===== src/rtl/mem_wb_skid_stage.sv =====
// rtl/mem_wb_skid_stage.sv - MEM->WB pipeline stage with valid/ready handshake and 2-entry skid buffer
module mem_wb_skid_stage #(
    parameter int XLEN    = 64,
    parameter int RA_W    = 5,
    parameter bit ZERO_RD = 1'b1
) (
    input  logic            clk,
    input  logic            reset,
    input  logic            flush,
    input  logic            in_valid,
    output logic            in_ready,
    input  logic            in_memtoreg,
    input  logic            in_regwrite,
    input  logic [RA_W-1:0] in_rd,
    input  logic [XLEN-1:0] in_result,
    input  logic [XLEN-1:0] in_rdata,
    output logic            out_valid,
    input  logic            out_ready,
    output logic            out_memtoreg,
    output logic            out_regwrite,
    output logic [RA_W-1:0] out_rd,
    output logic [XLEN-1:0] out_result,
    output logic [XLEN-1:0] out_rdata,
    output logic [XLEN-1:0] out_wb_data
);

    typedef enum logic [1:0] {
        EMPTY = 2'd0,
        ONE   = 2'd1,
        TWO   = 2'd2
    } state_t;

    state_t state, state_next;

    logic acc, pop;
    logic head_load, head_from_skid, skid_load;

    logic            head_memtoreg, skid_memtoreg;
    logic            head_regwrite, skid_regwrite;
    logic [RA_W-1:0] head_rd, skid_rd;
    logic [XLEN-1:0] head_result, skid_result;
    logic [XLEN-1:0] head_rdata, skid_rdata;

    // in_ready depends only on registered state, never on out_ready.
    assign in_ready  = (state != TWO);
    assign out_valid = (state != EMPTY);
    assign acc       = in_valid & in_ready;
    assign pop       = out_valid & out_ready;

    always_ff @(posedge clk or posedge reset) begin
        if (reset) begin
            state <= EMPTY;
        end else begin
            state <= state_next;
        end
    end

    always_comb begin
        state_next     = state;
        head_load      = 1'b0;
        head_from_skid = 1'b0;
        skid_load      = 1'b0;
        if (flush) begin
            state_next = EMPTY;
        end else begin
            case (state)
                EMPTY: begin
                    if (acc) begin
                        head_load  = 1'b1;
                        state_next = ONE;
                    end
                end
                ONE: begin
                    if (acc && pop) begin
                        head_load = 1'b1;
                    end else if (acc) begin
                        skid_load  = 1'b1;
                        state_next = TWO;
                    end else if (pop) begin
                        state_next = EMPTY;
                    end
                end
                TWO: begin
                    if (pop) begin
                        head_from_skid = 1'b1;
                        state_next     = ONE;
                    end
                end
                default: state_next = EMPTY;
            endcase
        end
    end

    always_ff @(posedge clk or posedge reset) begin
        if (reset) begin
            head_memtoreg <= 1'b0;
            head_regwrite <= 1'b0;
            head_rd       <= '0;
            head_result   <= '0;
            head_rdata    <= '0;
        end else if (head_from_skid) begin
            head_memtoreg <= skid_memtoreg;
            head_regwrite <= skid_regwrite;
            head_rd       <= skid_rd;
            head_result   <= skid_result;
            head_rdata    <= skid_rdata;
        end else if (head_load) begin
            head_memtoreg <= in_memtoreg;
            head_regwrite <= in_regwrite;
            head_rd       <= in_rd;
            head_result   <= in_result;
            head_rdata    <= in_rdata;
        end
    end

    always_ff @(posedge clk or posedge reset) begin
        if (reset) begin
            skid_memtoreg <= 1'b0;
            skid_regwrite <= 1'b0;
            skid_rd       <= '0;
            skid_result   <= '0;
            skid_rdata    <= '0;
        end else if (skid_load) begin
            skid_memtoreg <= in_memtoreg;
            skid_regwrite <= in_regwrite;
            skid_rd       <= in_rd;
            skid_result   <= in_result;
            skid_rdata    <= in_rdata;
        end
    end

    assign out_memtoreg = head_memtoreg;
    assign out_rd       = head_rd;
    assign out_result   = head_result;
    assign out_rdata    = head_rdata;
    assign out_wb_data  = head_memtoreg ? head_rdata : head_result;
    assign out_regwrite = out_valid & head_regwrite & ~(ZERO_RD & (head_rd == '0));

endmodule


===== config.mk =====
export PLATFORM = sky130hd
export DESIGN_NAME = mem_wb_skid_stage
export DESIGN_NICKNAME = d
export VERILOG_FILES = /design/src/rtl/mem_wb_skid_stage.sv
export SDC_FILE = /design/constraint.sdc
export NUM_CORES = 1
export LEC_CHECK = 0
export ABC_AREA = 1
export ABC_CLOCK_PERIOD_IN_PS = 13500
export CAP_MARGIN = 20
export CORE_MARGIN = 5
export CORE_UTILIZATION = 39
export CTS_BUF_LIST = sky130_fd_sc_hd__clkbuf_4 sky130_fd_sc_hd__clkbuf_8
export CTS_CLUSTER_SIZE = 10
export DETAILED_ROUTE_END_ITERATION = 6
export GPL_TIMING_DRIVEN = 0
export PLACE_DENSITY = 0.67
export SETUP_SLACK_MARGIN = 0.3
export SYNTH_ARGS = -nofsm -noshare
export SYNTH_HDL_FRONTEND = slang
export SYNTH_SLANG_ARGS = --single-unit

===== constraint.sdc =====
create_clock -name clk -period 13.5 [get_ports clk]
set_input_delay 2.7 -clock clk [delete_from_list [all_inputs] [get_ports clk]]
set_output_delay 2.7 -clock clk [all_outputs]
set_load 0.1 [all_outputs]

==> results of run 1 <==
==> cell type report <==
cell class	count	area share, %
inverter	142	2.88
buffer	141	3.81
sequential	272	36.3
clock inverter	11	0.574
timing repair buffer	342	18.5
multi-input combinational	1172	29.9
tap	455	3.04
clock buffer	72	5.05
antenna	1	0.0134
==> Yosys cell counts, types with 5 or more instances <==
master    instances  share of area, %
nand2_1         685                19
dfrtp_1         272                50
inv_1           140               3.9
nand3_1         140               5.1
nand4_1         137               6.3
o21ai_0         117               4.3
buf_2            79               2.9
mux2_2           64               5.3
clkbuf_1         42               1.2
o21ai_1          18              0.66
buf_4            13              0.71
buf_6             5              0.41
nor2_1            5              0.14
==> logic make-up (layout without fill, tap and decap cells) <==
group                  count (synthesis)  count (layout)  synth area share [%]
buffers and inverters                283             708                  9.14
DFF                                  272             272                  49.9
other                                  0               1                     0
muxes                                 64              64                  5.28
and+or+nand+nor                      972             972                  30.6
AOI/OAI and AO/OA                    136             136                  5.07
==> routing by layer <==
| layer | GRT usage [%] | part of all wire (%) | up-vias |
|---|---|---|---|
| met2 | 37.9 | 46 | 460 |
| met5 | 0 | 0.17 | - |
| met1 | 32.2 | 43 | 6335 |
| met4 | 6.81 | 2.6 | 12 |
| li1 | - | - | 6382 |
| met3 | 6.23 | 8.1 | 87 |
==> power groups by stage <==
stage	Combinational, mW	Clock [mW]	Sequential [mW]
global route	2.61	0.892	1.38
CTS	2.51	0.858	1.34
detailed placement	2.51	0	1.35
finish	2.50	0.839	1.34
floorplan	1.08	0	2.13
global placement	2.48	0	1.34
==> metrics by stage <==
step / TNS (ns) / power (mW)
after global placement: -123.62 / 3.82
after floorplan: 0 / 3.21
final: 0 / 4.68
after detailed placement: 0 / 3.85
after global routing: 0 / 4.88
after CTS: 0 / 4.71
==> flip-flops by register name (all words and copies together) (netlist names) <==
| register | cells |
|---|---|
| head_regwrite | 1 |
| out_memtoreg | 1 |
| out_rd | 5 |
| out_rdata | 64 |
| out_result | 64 |
| skid_memtoreg | 1 |
| skid_rd | 5 |
| skid_rdata | 64 |
| skid_regwrite | 1 |
| skid_result | 64 |
| state | 2 |
==> worst paths after layout <==
kind / start / end / slack [ns]
max in group asynchronous: reset / skid_rdata[54] / 9.54
min: skid_rdata[1] / skid_rdata[1] / 0.48
max: out_memtoreg / out_wb_data[54] / 7.31
min in group asynchronous: reset / out_rdata[24] / 2.52
min reg2reg: skid_rdata[1] / skid_rdata[1] / 0.48
max reg2reg: state[0] / skid_rdata[50] / 11.50
==> worst register-to-register path: stages, from the launching register on <==
cell and delay, ns:
dfrtp_1 0.32, buf_4 0.14, nor2_1 0.10, o21ai_4 0.56, buf_6 0.27, buf_2 0.30, nand2_1 0.10, o21ai_0 0.10
==> reports/metrics.yaml, run 1 <==
setup_path:
  end_kind: "output pin"
  rr_worst_depth: 7
  slowest_stage: "clkdlybuf4s50_1"
  cpPeakStageDelay_ns: 1.13
  worstPathMaxFanout: 10
  worstSetupPathType: "reg2out"
  cp.depth: 4
  cp.arrival_ns: 3.49
  critPathLaunchType: "flip-flop"
  path_cells: "clkbuf_1 -> buf_2 -> mux2_2 -> clkdlybuf4s50_1"
  crit_required_ns: 10.80
  cp_top_family: "buffers and inverters"
  path_buf_inv: 3
logic_synthesis:
  ys_seq_area_share_pct: 49.9
  avgSynthCellArea_sq_um: 7.90
  synth_cell_type_count: 20
  netlist_area_sq_um: 13600
  synth_edf_count: 0
  synthArstFlopShare_pct: 100
  synth_ff_type: "dfrtp_1"
  ys_ff_latch: 272
  syn_inst: 1727
  yosys_warnings: 0
  syn_nets: 1867
finish:
  final_common_cell: "nand2_1"
  fin_area_sq_um: 18700
  ff_latch_area_sq_um: 6810
  area_growth_pct: 37.3
  final_cell_mix: "685 x nand2_1, 340 x clkdlybuf4s50_1, 272 x dfrtp_1"
  drive_gt1_share_pct: 11.8
  nNetsFinal: 2260
  finalNonFillerCells: 2608
  multi_input_area_sq_um: 5600
  utilization_pct: 54.3
  num-fill-cells: 3304
drt:
  route.detailed.drc: 0
  drt_wl_total_um: 47100
  vias: 13300
  vias_per_cell: 5.09
  routedWlPerCell_um: 18.1
  detail-route-antenna-nets: 0
  firstDrtPassIters: 5
  drtIter0Drc: 902
clock_tree:
  cts_setup_buffers: 0
  ctsHoldBuffers: 0
  cts_tree: "yes"
  cts.sinks: 272
  cts_max_level: 2
  cts_root_buf: "clkbuf_8"
  cts_buffers: 49
  cts.clk_slew.worst_paths_ns: 0.06
  ctsResizeCount: 0
  clk_latency_ns: 0.56
  cts_buffer_depth: 3
timing:
  setup_viol: 0
  finalCritPeriodShare_pct: 45.9
  slew_headroom_pct: 29.4
  hold_viol: 0
  finalMaxSlewViolations: 0
  setup_slack_ns: 7.31
  fin_skew_ns: 0.0199
  tightestPinTransition_ns: 1.06
  timing.final.crit_period_ns: 6.19
  fmax_ghz: 0.162
  whs_ns: 0.484
  grt_setup_unrepaired: "false"
floorplanning:
  initial_core_util_pct: 39.5
  fp.dieW_um: 197
  coreArea_sq_um: 34500
  row_count: 68
  die_area_sq_um: 38800
  die_y_um: 197
  pin_count: 341
pwr:
  p_sw_mw: 2.47
  netSwitchingFraction_pct: 52.8
  max-vdd-ir-drop_v: 0.000225
  power_leakage_nw: 9.58
  p_int_mw: 2.21
  power_frac_comb_pct: 53.4
  power_density_nw_per_um2: 250
  clkPwrFrac_pct: 17.9
  seqPwrFrac_pct: 28.6
place:
  post-place-ws_ns: 7.79
  placed_area_sq_um: 17700
  io_buffers: 340
  routabilityCongestion: 0.858
  hpwl_um: 33800
  placed_cells: 2524
flow_run:
  maxCapViolCount: 0
global_routing:
  grt_pass1_vias: 13200
  antenna_found_initial: 8
  grt_pass1_wl_um: 73900
  grt_start_max_net_pins: 118
  grt-ovfl-total: 0
  gr-usage-all-layers_pct: 23.7
hold_path:
  hp-class: "reg2reg"
  hold_path_depth: 2
status:
  outcome: "complete, no violations"
(Power assumes the default switching activity.)
==> inputs of run 2 (changes only) <==
--- a/config.mk
+++ b/config.mk
@@ -6,7 +6,7 @@
 export NUM_CORES = 1
 export LEC_CHECK = 0
 export ABC_AREA = 1
-export ABC_CLOCK_PERIOD_IN_PS = 13500
+export ABC_CLOCK_PERIOD_IN_PS = 5250
 export CAP_MARGIN = 20
 export CORE_MARGIN = 5
 export CORE_UTILIZATION = 39
@@ -14,7 +14,7 @@
 export CTS_CLUSTER_SIZE = 10
 export DETAILED_ROUTE_END_ITERATION = 6
 export GPL_TIMING_DRIVEN = 0
-export PLACE_DENSITY = 0.67
+export PLACE_DENSITY = 0.69
 export SETUP_SLACK_MARGIN = 0.3
 export SYNTH_ARGS = -nofsm -noshare
 export SYNTH_HDL_FRONTEND = slang
==> constraint.sdc (replaced) <==
create_clock -name clk -period 5.25 [get_ports clk]
set_input_delay 1.05 -clock clk [delete_from_list [all_inputs] [get_ports clk]]
set_output_delay 1.05 -clock clk [all_outputs]
set_load 0.1 [all_outputs]
==> reports/metrics.yaml, run 2 (synthesis results as in run 1) <==
status:
  outcome: "complete, no violations"
setup_path:
  cp_top_family: "buffers and inverters"
  worstSetupPathType: "reg2out"
  reg2reg_from: "state[0]"
  worstSetupStartpoint: "out_memtoreg"
  worstPathMaxFanout: 10
  path_buf_inv: 4
  slowest_stage: "clkdlybuf4s50_1"
  path_cells: "clkbuf_1 -> buf_16 -> buf_2 -> mux2_2 -> clkdlybuf4s50_1"
  crit_required_ns: 4.20
  critPathLaunchType: "flip-flop"
  cpPeakStageDelay_ns: 1.15
  end_kind: "output pin"
  cp.arrival_ns: 3.21
global_routing:
  grt_pass1_vias: 13400
  grt_start_max_net_pins: 43
  grt-ovfl-total: 0
  gr-usage-all-layers_pct: 23.6
  grt_pass1_wl_um: 73700
  antenna_found_initial: 8
pwr:
  power.total_mw: 12.1
  max-vdd-ir-drop_v: 0.000550
  power_density_nw_per_um2: 639
  power_leakage_nw: 9.65
clock_tree:
  cts_buffer_depth: 3
  cts_tree: "yes"
  cts_buffers: 49
  ctsHoldBuffers: 0
  cts.sinks: 272
  cts_root_buf: "clkbuf_8"
  ctsResizeCount: 0
  clk_latency_ns: 0.57
  cts.clk_slew.worst_paths_ns: 0.05
  cts_setup_buffers: 0
  cts_max_level: 2
place:
  io_buffers: 340
  post-place-ws_ns: 1.54
  hpwl_um: 34400
  routabilityCongestion: 0.861
  placed_area_sq_um: 17800
floorplanning:
  row_count: 68
  die_area_sq_um: 38800
  fp.dieW_um: 197
  pin_count: 341
  die_y_um: 197
  coreArea_sq_um: 34500
  initial_core_util_pct: 39.5
finish:
  drive_gt1_share_pct: 12.3
  final_cell_mix: "685 x nand2_1, 340 x clkdlybuf4s50_1, 272 x dfrtp_1"
  ff_latch_area_sq_um: 6810
  final_common_cell: "nand2_1"
  num-fill-cells: 3271
  area_growth_pct: 38.3
  fin_area_sq_um: 18900
  nNetsFinal: 2266
  multi_input_area_sq_um: 5600
drt:
  firstDrtPassIters: 5
  vias: 13300
  detail-route-antenna-nets: 0
  routedWlPerCell_um: 17.9
  drtIter0Drc: 788
  route.detailed.drc: 0
  drt_wl_total_um: 47000
  vias_per_cell: 5.09
timing:
  whs_ns: 0.484
  setup_viol: 0
  hold_viol: 0
  fin_skew_ns: 0.0307
  timing.final.crit_period_ns: 4.26
  tightestPinTransition_ns: 1.07
  finalCritPeriodShare_pct: 81.2
  finalMaxSlewViolations: 0
  fmax_ghz: 0.235
  grt_setup_unrepaired: "false"
  slew_headroom_pct: 28.6
  setup_slack_ns: 0.986
hold_path:
  hp-class: "reg2reg"
  holdCritStartpoint: "skid_result[63]"
flow_run:
  maxCapViolCount: 0
-- run 2: cell types whose count changed in the layout (fill, tap and decap cells not counted), sizes merged --
cell	previous run	this run
clkinvlp	1	2
bufinv	2	1
inv	142	141
clkinv	8	2
buf	101	107
clkbuf	114	126
-- run 2: stage by stage --
stage	cells	utilization, %	setup TNS [ns]
floorplan	1727	-	0
global placement	2522	51.0	-406.57
detailed placement	2530	51.5	0
CTS	2618	54.7	0
global route	2619	54.7	0
finish	2619	54.7	0
-- run 2: worst paths after layout --
path / slack, ns / cells past startpoint / to
worst min-delay path: 0.48 / 2 / skid_result[63]
worst max register to register: 3.28 / 10 / out_rdata[8]
max in group asynchronous: 3.39 / 5 / out_result[6]
min in group asynchronous: 0.80 / 2 / skid_rdata[22]
worst min register to register: 0.48 / 2 / skid_result[63]
worst max-delay path: 0.99 / 5 / out_wb_data[58]
-- run 2: cell type report --
cell class | instances | area share [%]
Buffer | 141 | 3.78
Sequential cell | 272 | 36.1
Inverter | 142 | 2.84
Clock inverter | 4 | 0.252
Multi-Input combinational cell | 1172 | 29.6
Clock buffer | 84 | 5.49
Antenna cell | 1 | 0.0133
Timing Repair Buffer | 348 | 18.9
Tap cell | 455 | 3.02
-- run 2: per-layer routing --
| layer | track usage, % | vias up | routed length, um |
|---|---|---|---|
| li1 | - | 6395 | - |
| met1 | 32.1 | 6325 | 20400 |
| met2 | 36.9 | 493 | 21200 |
| met3 | 6.69 | 109 | 3850 |
| met4 | 7.32 | 12 | 1470 |
| met5 | 0 | - | 69 |
-- run 2: power breakdown --
part	total [mW]	internal [mW]	switching [mW]
Sequential	3.44	2.89	0.550
Clock	2.17	1.28	0.891
Combinational	6.45	1.57	4.88
Total	12.1	5.73	6.32
-- run 2: worst min-delay path, delay by kind of cell (launching register included) --
kind | cells | cell delay, ns
flops | 1 | 0.34
compound gates | 1 | 0.06
simple gates | 1 | 0.05
